File: src/rtl/sa_pkg.sv
// Shared systolic-array types: result width, tagged result record and index-width helper.
package sa_pkg;

  localparam int SA_D_W = 8;
  localparam int SA_N   = 4;
  localparam int RES_W  = 2 * SA_D_W;

  // Width of a position-within-tile field; at least one bit even for tiny tiles.
  function automatic int idx_w(input int n);
    return (n < 2) ? 1 : $clog2(n);
  endfunction

  typedef struct packed {
    logic                      last;
    logic [idx_w(SA_N)-1:0]    index;
    logic [RES_W-1:0]          data;
  } sa_result_t;

endpackage

File: src/rtl/sync_fifo.sv
// Synchronous FIFO with a registered head entry; a push is visible at the output one edge later.
// Push into a full FIFO is accepted only alongside a pop; there is no empty-FIFO bypass.
module sync_fifo #(
  parameter  int W     = 16,
  parameter  int DEPTH = 8,
  localparam int AW    = $clog2(DEPTH),
  localparam int LW    = AW + 1
) (
  input  logic          clk,
  input  logic          rst,
  input  logic          push_i,
  input  logic          pop_i,
  input  logic [W-1:0]  wdata_i,
  output logic [W-1:0]  rdata_o,
  output logic          full_o,
  output logic          empty_o,
  output logic [LW-1:0] level_o
);

  logic [W-1:0]  mem_q [DEPTH];
  logic [AW-1:0] wr_ptr_q, wr_ptr_d;
  logic [AW-1:0] rd_ptr_q, rd_ptr_d;
  logic [AW-1:0] rd_nxt;
  logic [LW-1:0] level_q, level_d;
  logic [W-1:0]  head_q, head_d;
  logic          do_push, do_pop;

  assign full_o  = (level_q == LW'(DEPTH));
  assign empty_o = (level_q == '0);
  assign level_o = level_q;
  assign rdata_o = head_q;
  assign rd_nxt  = rd_ptr_q + AW'(1);

  always_comb begin
    do_pop   = pop_i && !empty_o;
    do_push  = push_i && (!full_o || do_pop);
    wr_ptr_d = do_push ? wr_ptr_q + AW'(1) : wr_ptr_q;
    rd_ptr_d = do_pop  ? rd_nxt : rd_ptr_q;
    level_d  = level_q;
    if (do_push && !do_pop) begin
      level_d = level_q + LW'(1);
    end else if (do_pop && !do_push) begin
      level_d = level_q - LW'(1);
    end
    // The head register mirrors the entry at the read pointer after this edge.
    head_d = head_q;
    if (do_pop) begin
      if (level_q == LW'(1)) begin
        if (do_push) begin
          head_d = wdata_i;
        end
      end else begin
        head_d = mem_q[rd_nxt];
      end
    end else if (empty_o && do_push) begin
      head_d = wdata_i;
    end
  end

  always_ff @(posedge clk) begin
    if (do_push) begin
      mem_q[wr_ptr_q] <= wdata_i;
    end
  end

  always_ff @(posedge clk) begin
    if (!rst) begin
      wr_ptr_q <= '0;
      rd_ptr_q <= '0;
      level_q  <= '0;
      head_q   <= '0;
    end else begin
      wr_ptr_q <= wr_ptr_d;
      rd_ptr_q <= rd_ptr_d;
      level_q  <= level_d;
      head_q   <= head_d;
    end
  end

endmodule

File: src/rtl/result_collector.sv
// Buffers one systolic row's never-stalling result chain, tagging tile position and flagging drops (sticky).
// One-edge push-to-output latency; RESULT_COLLECTOR_SAT_EN clamps stored results to D_W bits.
module result_collector
  import sa_pkg::*;
#(
  parameter int D_W   = 8,
  parameter int N     = 4,
  parameter int DEPTH = 8
) (
  input  logic                     clk,
  input  logic                     rst,
  input  logic [2*D_W-1:0]         in_data,
  input  logic                     in_valid,
  output logic [2*D_W-1:0]         m_data,
  output logic                     m_valid,
  input  logic                     m_ready,
  output logic [$clog2(N)-1:0]     m_index,
  output logic                     m_last,
  output logic [$clog2(DEPTH):0]   level,
  output logic                     overflow,
  input  logic                     clr_ovf
);

  localparam int RW = 2 * D_W;
  localparam int IW = idx_w(N);
  localparam int LW = $clog2(DEPTH) + 1;

  typedef struct packed {
    logic          last;
    logic [IW-1:0] index;
    logic [RW-1:0] data;
  } entry_t;

  entry_t        wr_entry, head;
  logic [RW-1:0] store_data;
  logic [IW-1:0] wr_idx_q, wr_idx_d;
  logic          ovf_q, ovf_d;
  logic          full, empty, push, pop, drop;
  logic [LW-1:0] fifo_level;

`ifdef RESULT_COLLECTOR_SAT_EN
  assign store_data = (|in_data[RW-1:D_W]) ? {{D_W{1'b0}}, {D_W{1'b1}}} : in_data;
`else
  assign store_data = in_data;
`endif

  assign pop  = !empty && m_ready;
  assign push = in_valid && (!full || pop);
  assign drop = in_valid && !push;

  always_comb begin
    wr_entry.data  = store_data;
    wr_entry.index = wr_idx_q;
    wr_entry.last  = (wr_idx_q == IW'(N-1));
    // Dropped beats still consume a tile slot so later beats stay aligned.
    wr_idx_d = wr_idx_q;
    if (in_valid) begin
      wr_idx_d = (wr_idx_q == IW'(N-1)) ? '0 : wr_idx_q + IW'(1);
    end
    ovf_d = ovf_q;
    if (drop) begin
      ovf_d = 1'b1;
    end else if (clr_ovf) begin
      ovf_d = 1'b0;
    end
  end

  always_ff @(posedge clk) begin
    if (!rst) begin
      wr_idx_q <= '0;
      ovf_q    <= 1'b0;
    end else begin
      wr_idx_q <= wr_idx_d;
      ovf_q    <= ovf_d;
    end
  end

  sync_fifo #(
    .W     ($bits(entry_t)),
    .DEPTH (DEPTH)
  ) u_fifo (
    .clk     (clk),
    .rst     (rst),
    .push_i  (push),
    .pop_i   (pop),
    .wdata_i (wr_entry),
    .rdata_o (head),
    .full_o  (full),
    .empty_o (empty),
    .level_o (fifo_level)
  );

  assign m_data   = head.data;
  assign m_index  = head.index;
  assign m_last   = head.last;
  assign m_valid  = !empty;
  assign level    = fifo_level;
  assign overflow = ovf_q;

endmodule
File: config.mk
export PLATFORM = sky130hd
export DESIGN_NAME = result_collector
export DESIGN_NICKNAME = d
export VERILOG_FILES = /design/src/rtl/sa_pkg.sv /design/src/rtl/sync_fifo.sv /design/src/rtl/result_collector.sv
export SDC_FILE = /design/constraint.sdc
export NUM_CORES = 1
export LEC_CHECK = 0
export BUFFER_PORTS_ARGS = -buffer_cell sky130_fd_sc_hd__buf_2
export CAP_MARGIN = 10
export CORE_MARGIN = 2
export CORE_UTILIZATION = 40
export DETAILED_ROUTE_END_ITERATION = 8
export GPL_TIMING_DRIVEN = 0
export SLEW_MARGIN = 10
export SYNTH_ARGS = -nofsm -noshare
export SYNTH_HDL_FRONTEND = slang
export SYNTH_SLANG_ARGS = --single-unit
export TNS_END_PERCENT = 1
File: constraint.sdc
create_clock -name clk -period 9.7 [get_ports clk]
set_clock_uncertainty 0.1 [all_clocks]
set_input_delay 0.485 -clock clk [delete_from_list [all_inputs] [get_ports clk]]
set_output_delay 0.485 -clock clk [all_outputs]
set_load 0.01 [all_outputs]
==> metrics.txt <==
R2R setup slack=6820 ps; most numerous cell in the Yosys netlist=edfxtp_1; Setup CP Type=flop to flop; Synth cell types=40; simple-gate share of the synthesized area=5.07%; synth cell count leaders=152 x edfxtp_1, 56 x mux2_2, 32 x dfxtp_1; area leader, netlist=edfxtp_1; Logic pwr share=30.8%; Synth top area share=62.2%; CTS Buf Count=17; I/O Pins=46; Pwr per Cell Area=285 nW/um^2; layout cells sized above 1=31.0%; core footprint=18,000 sq um; RSZ-0062 raised after global routing=no; Starting Density=40.8%; Slew HR=43.4%; Post-Syn Area per Cell=16.0 sq um; Reg clk slew, reported paths=60 ps; Die Area=19,400 sq um; initial antenna violation count=0; H-tree level count=4; final WL=17.1 mm; CP Capture Type=flop; RD Place Congestion=0.769; multi-input logic area=2020 sq um; CP Launch Type=flop; later-pin clock latency in the skew report=430 ps; Tightest Pin Transition=848 ps; total internal power=1670 uW; post-layout min period=2880 ps; Detail Route Antenna Nets=0; Cells after Synth=458; Flop pwr share=39.7%; Final TNS setup=0 ps; Post-Synth XOR/XNOR Area=0.955%; Max clock buf depth=2; CP startpoint=u_fifo.level_o[0]; fin. max-slew vios=0; antenna fix cells=0; CP endpoint=u_fifo.mem_q[2][16]; ys flop type=edfxtp_1; Post-synth EDFFs=152; Fill cells=1,539; initial drt markers=347; FF+latch count, synth=184; setup-violating endpoint count in the final report=0; mux contribution to synthesized area=9.31%; Post-route DRC=0; DIE HEIGHT=139 um; type of the most critical hold path=input port to flop; Hold Fails Final Rpt=0; clk sinks=184; drt pass-1 iters=5; mapped cell area=7340 sq um; Final WS setup=6820 ps; sequential cell area fraction in the yosys report=71.0%; Post-Place Worst Slack=6830 ps; Switching Fraction=31.6%; root buffer cell=clkbuf_16; compound-gate portion of the synthesized area=10.3%; Synth warnings=0; CP arrival=2920 ps; hold_buf cts=0; largest net degree at the start of global routing=20; adder-cell share of the synthesized area=1.36%; Static Leak=0.00290 uW; vias per cell=5.57; FF-to-FF path depth=8; vias in the first global route=4,387; Max Clk Rate=347 MHz; fin nets=558; register area=5200 sq um; worst hold slack=238 ps; DR WL/cell=22.2 um; worst reg2reg path endpoint=u_fifo.mem_q[2][16]; status=complete, no violations; Switch Pwr=772 uW; Setup Fix Bufs, Post-CTS=0; first-pass GRT wire length=25.8 mm; Port-buffer cells=44; Critical Path Fanout Max=11; die width=139 um; total grt overflow=0; CTS tree=built; HPWL Detailed=10.6 mm; Area Growth Syn to Fin=17.1%; DR vias=4,292; peak supply drop=0.151 mV; top post-synthesis cells by area=edfxtp_1 62%, dfxtp_1 8.7%, mux2_2 8.6%, a32oi_1 2.3%, nor2b_1 1.9%; worst r2r src=u_fifo.level_o[0]; Mapped Nets=487; share of flip-flops with an asynchronous set or reset=0%; Clk pwr share=29.5%; Placement Cell Area=7980 sq um; number of gates resized after CTS=0; post-route design area=8590 sq um; GRT Total Usage=18.2%; largest family of logic cells by synthesized area=compound AO/OA/AOI/OAI gates; # rows=49; period utilization=29.7%; Max-Cap Viols=0; Req. time, crit path=9740 ps
## routing by layer
metal  wire length (um)  vias to the layer above  GRT usage (%)
met5                  0                        -          0.752
met4                261                        0           6.33
met3               1100                       24           4.61
met2               8700                      146           31.1
met1               7040                     2161           22.4
li1                   -                     1961              -
## worst min path at each step
stage                            start                 end  slack [ps]  depth (start not counted)
floorplan           u_fifo.rd_ptr_q[1]  u_fifo.rd_ptr_q[1]         350                          2
global placement    u_fifo.rd_ptr_q[1]  u_fifo.rd_ptr_q[1]         360                          2
detailed placement  u_fifo.rd_ptr_q[1]  u_fifo.rd_ptr_q[1]         370                          2
CTS                         in_data[1]  u_fifo.mem_q[3][1]         220                          1
global route                in_data[1]  u_fifo.mem_q[3][1]         240                          1
finish                      in_data[2]  u_fifo.mem_q[0][2]         240                          1
## sequential cells by signal (all words and copies together), names as in the netlist
signal and flops:
u_fifo.wr_ptr_q 3, u_fifo.rd_ptr_q 3, overflow 1, u_fifo.level_o 4
wr_idx_q 2, u_fifo.mem_q 152, u_fifo.rdata_o 19
## cells in the final DEF, fill, tap and decap left out, types with 18 or more instances in the layout
| cell | instances |
|---|---|
| nor2b_1 | 22 |
| dfxtp_1 | 32 |
| o21ai_0 | 21 |
| a32oi_1 | 19 |
| o31ai_1 | 18 |
| a211oi_1 | 18 |
| mux2_2 | 56 |
| buf_2 | 57 |
| o22ai_1 | 19 |
| edfxtp_1 | 152 |
## kinds of logic after synthesis
group	Yosys count
compound gates	105
xor+xnor	8
fa+ha+maj	8
buf+inv	30
flops	184
mux	60
simple gates	63
## power by group through the flow
stage	clock [uW]	combinational (uW)	sequential (uW)
floorplan	0	487	999
global placement	0	731	988
detailed placement	0	754	988
CTS	727	759	971
global route	761	815	979
finish	721	753	972
## final cells by class
cell class                 count  share of cell area [%]
tap                          229                    3.34
clock inverter                12                    2.05
multi-input combinational    244                    23.5
timing repair buffer          52                    3.70
buffer                        25                    1.52
clock buffer                  20                    5.08
sequential                   184                    60.6
inverter                       5                   0.219
## critical path, cell delays in order, from the launching register on
cell       delay [ps]
dfxtp_1           450
inv_1             100
ha_1              250
nand4bb_1         190
and2_1            140
buf_2             150
nand2b_1          220
nor2_2            720
buf_6             260
## metrics by stage
stage,total power [uW],util [%],cells
after floorplan,1490,-,458
after global placement,1720,43.7,731
after detailed placement,1740,44.4,739
after CTS,2460,47.8,771
after global routing,2550,47.8,771
final,2450,47.8,771
(Power assumes the default switching activity.)
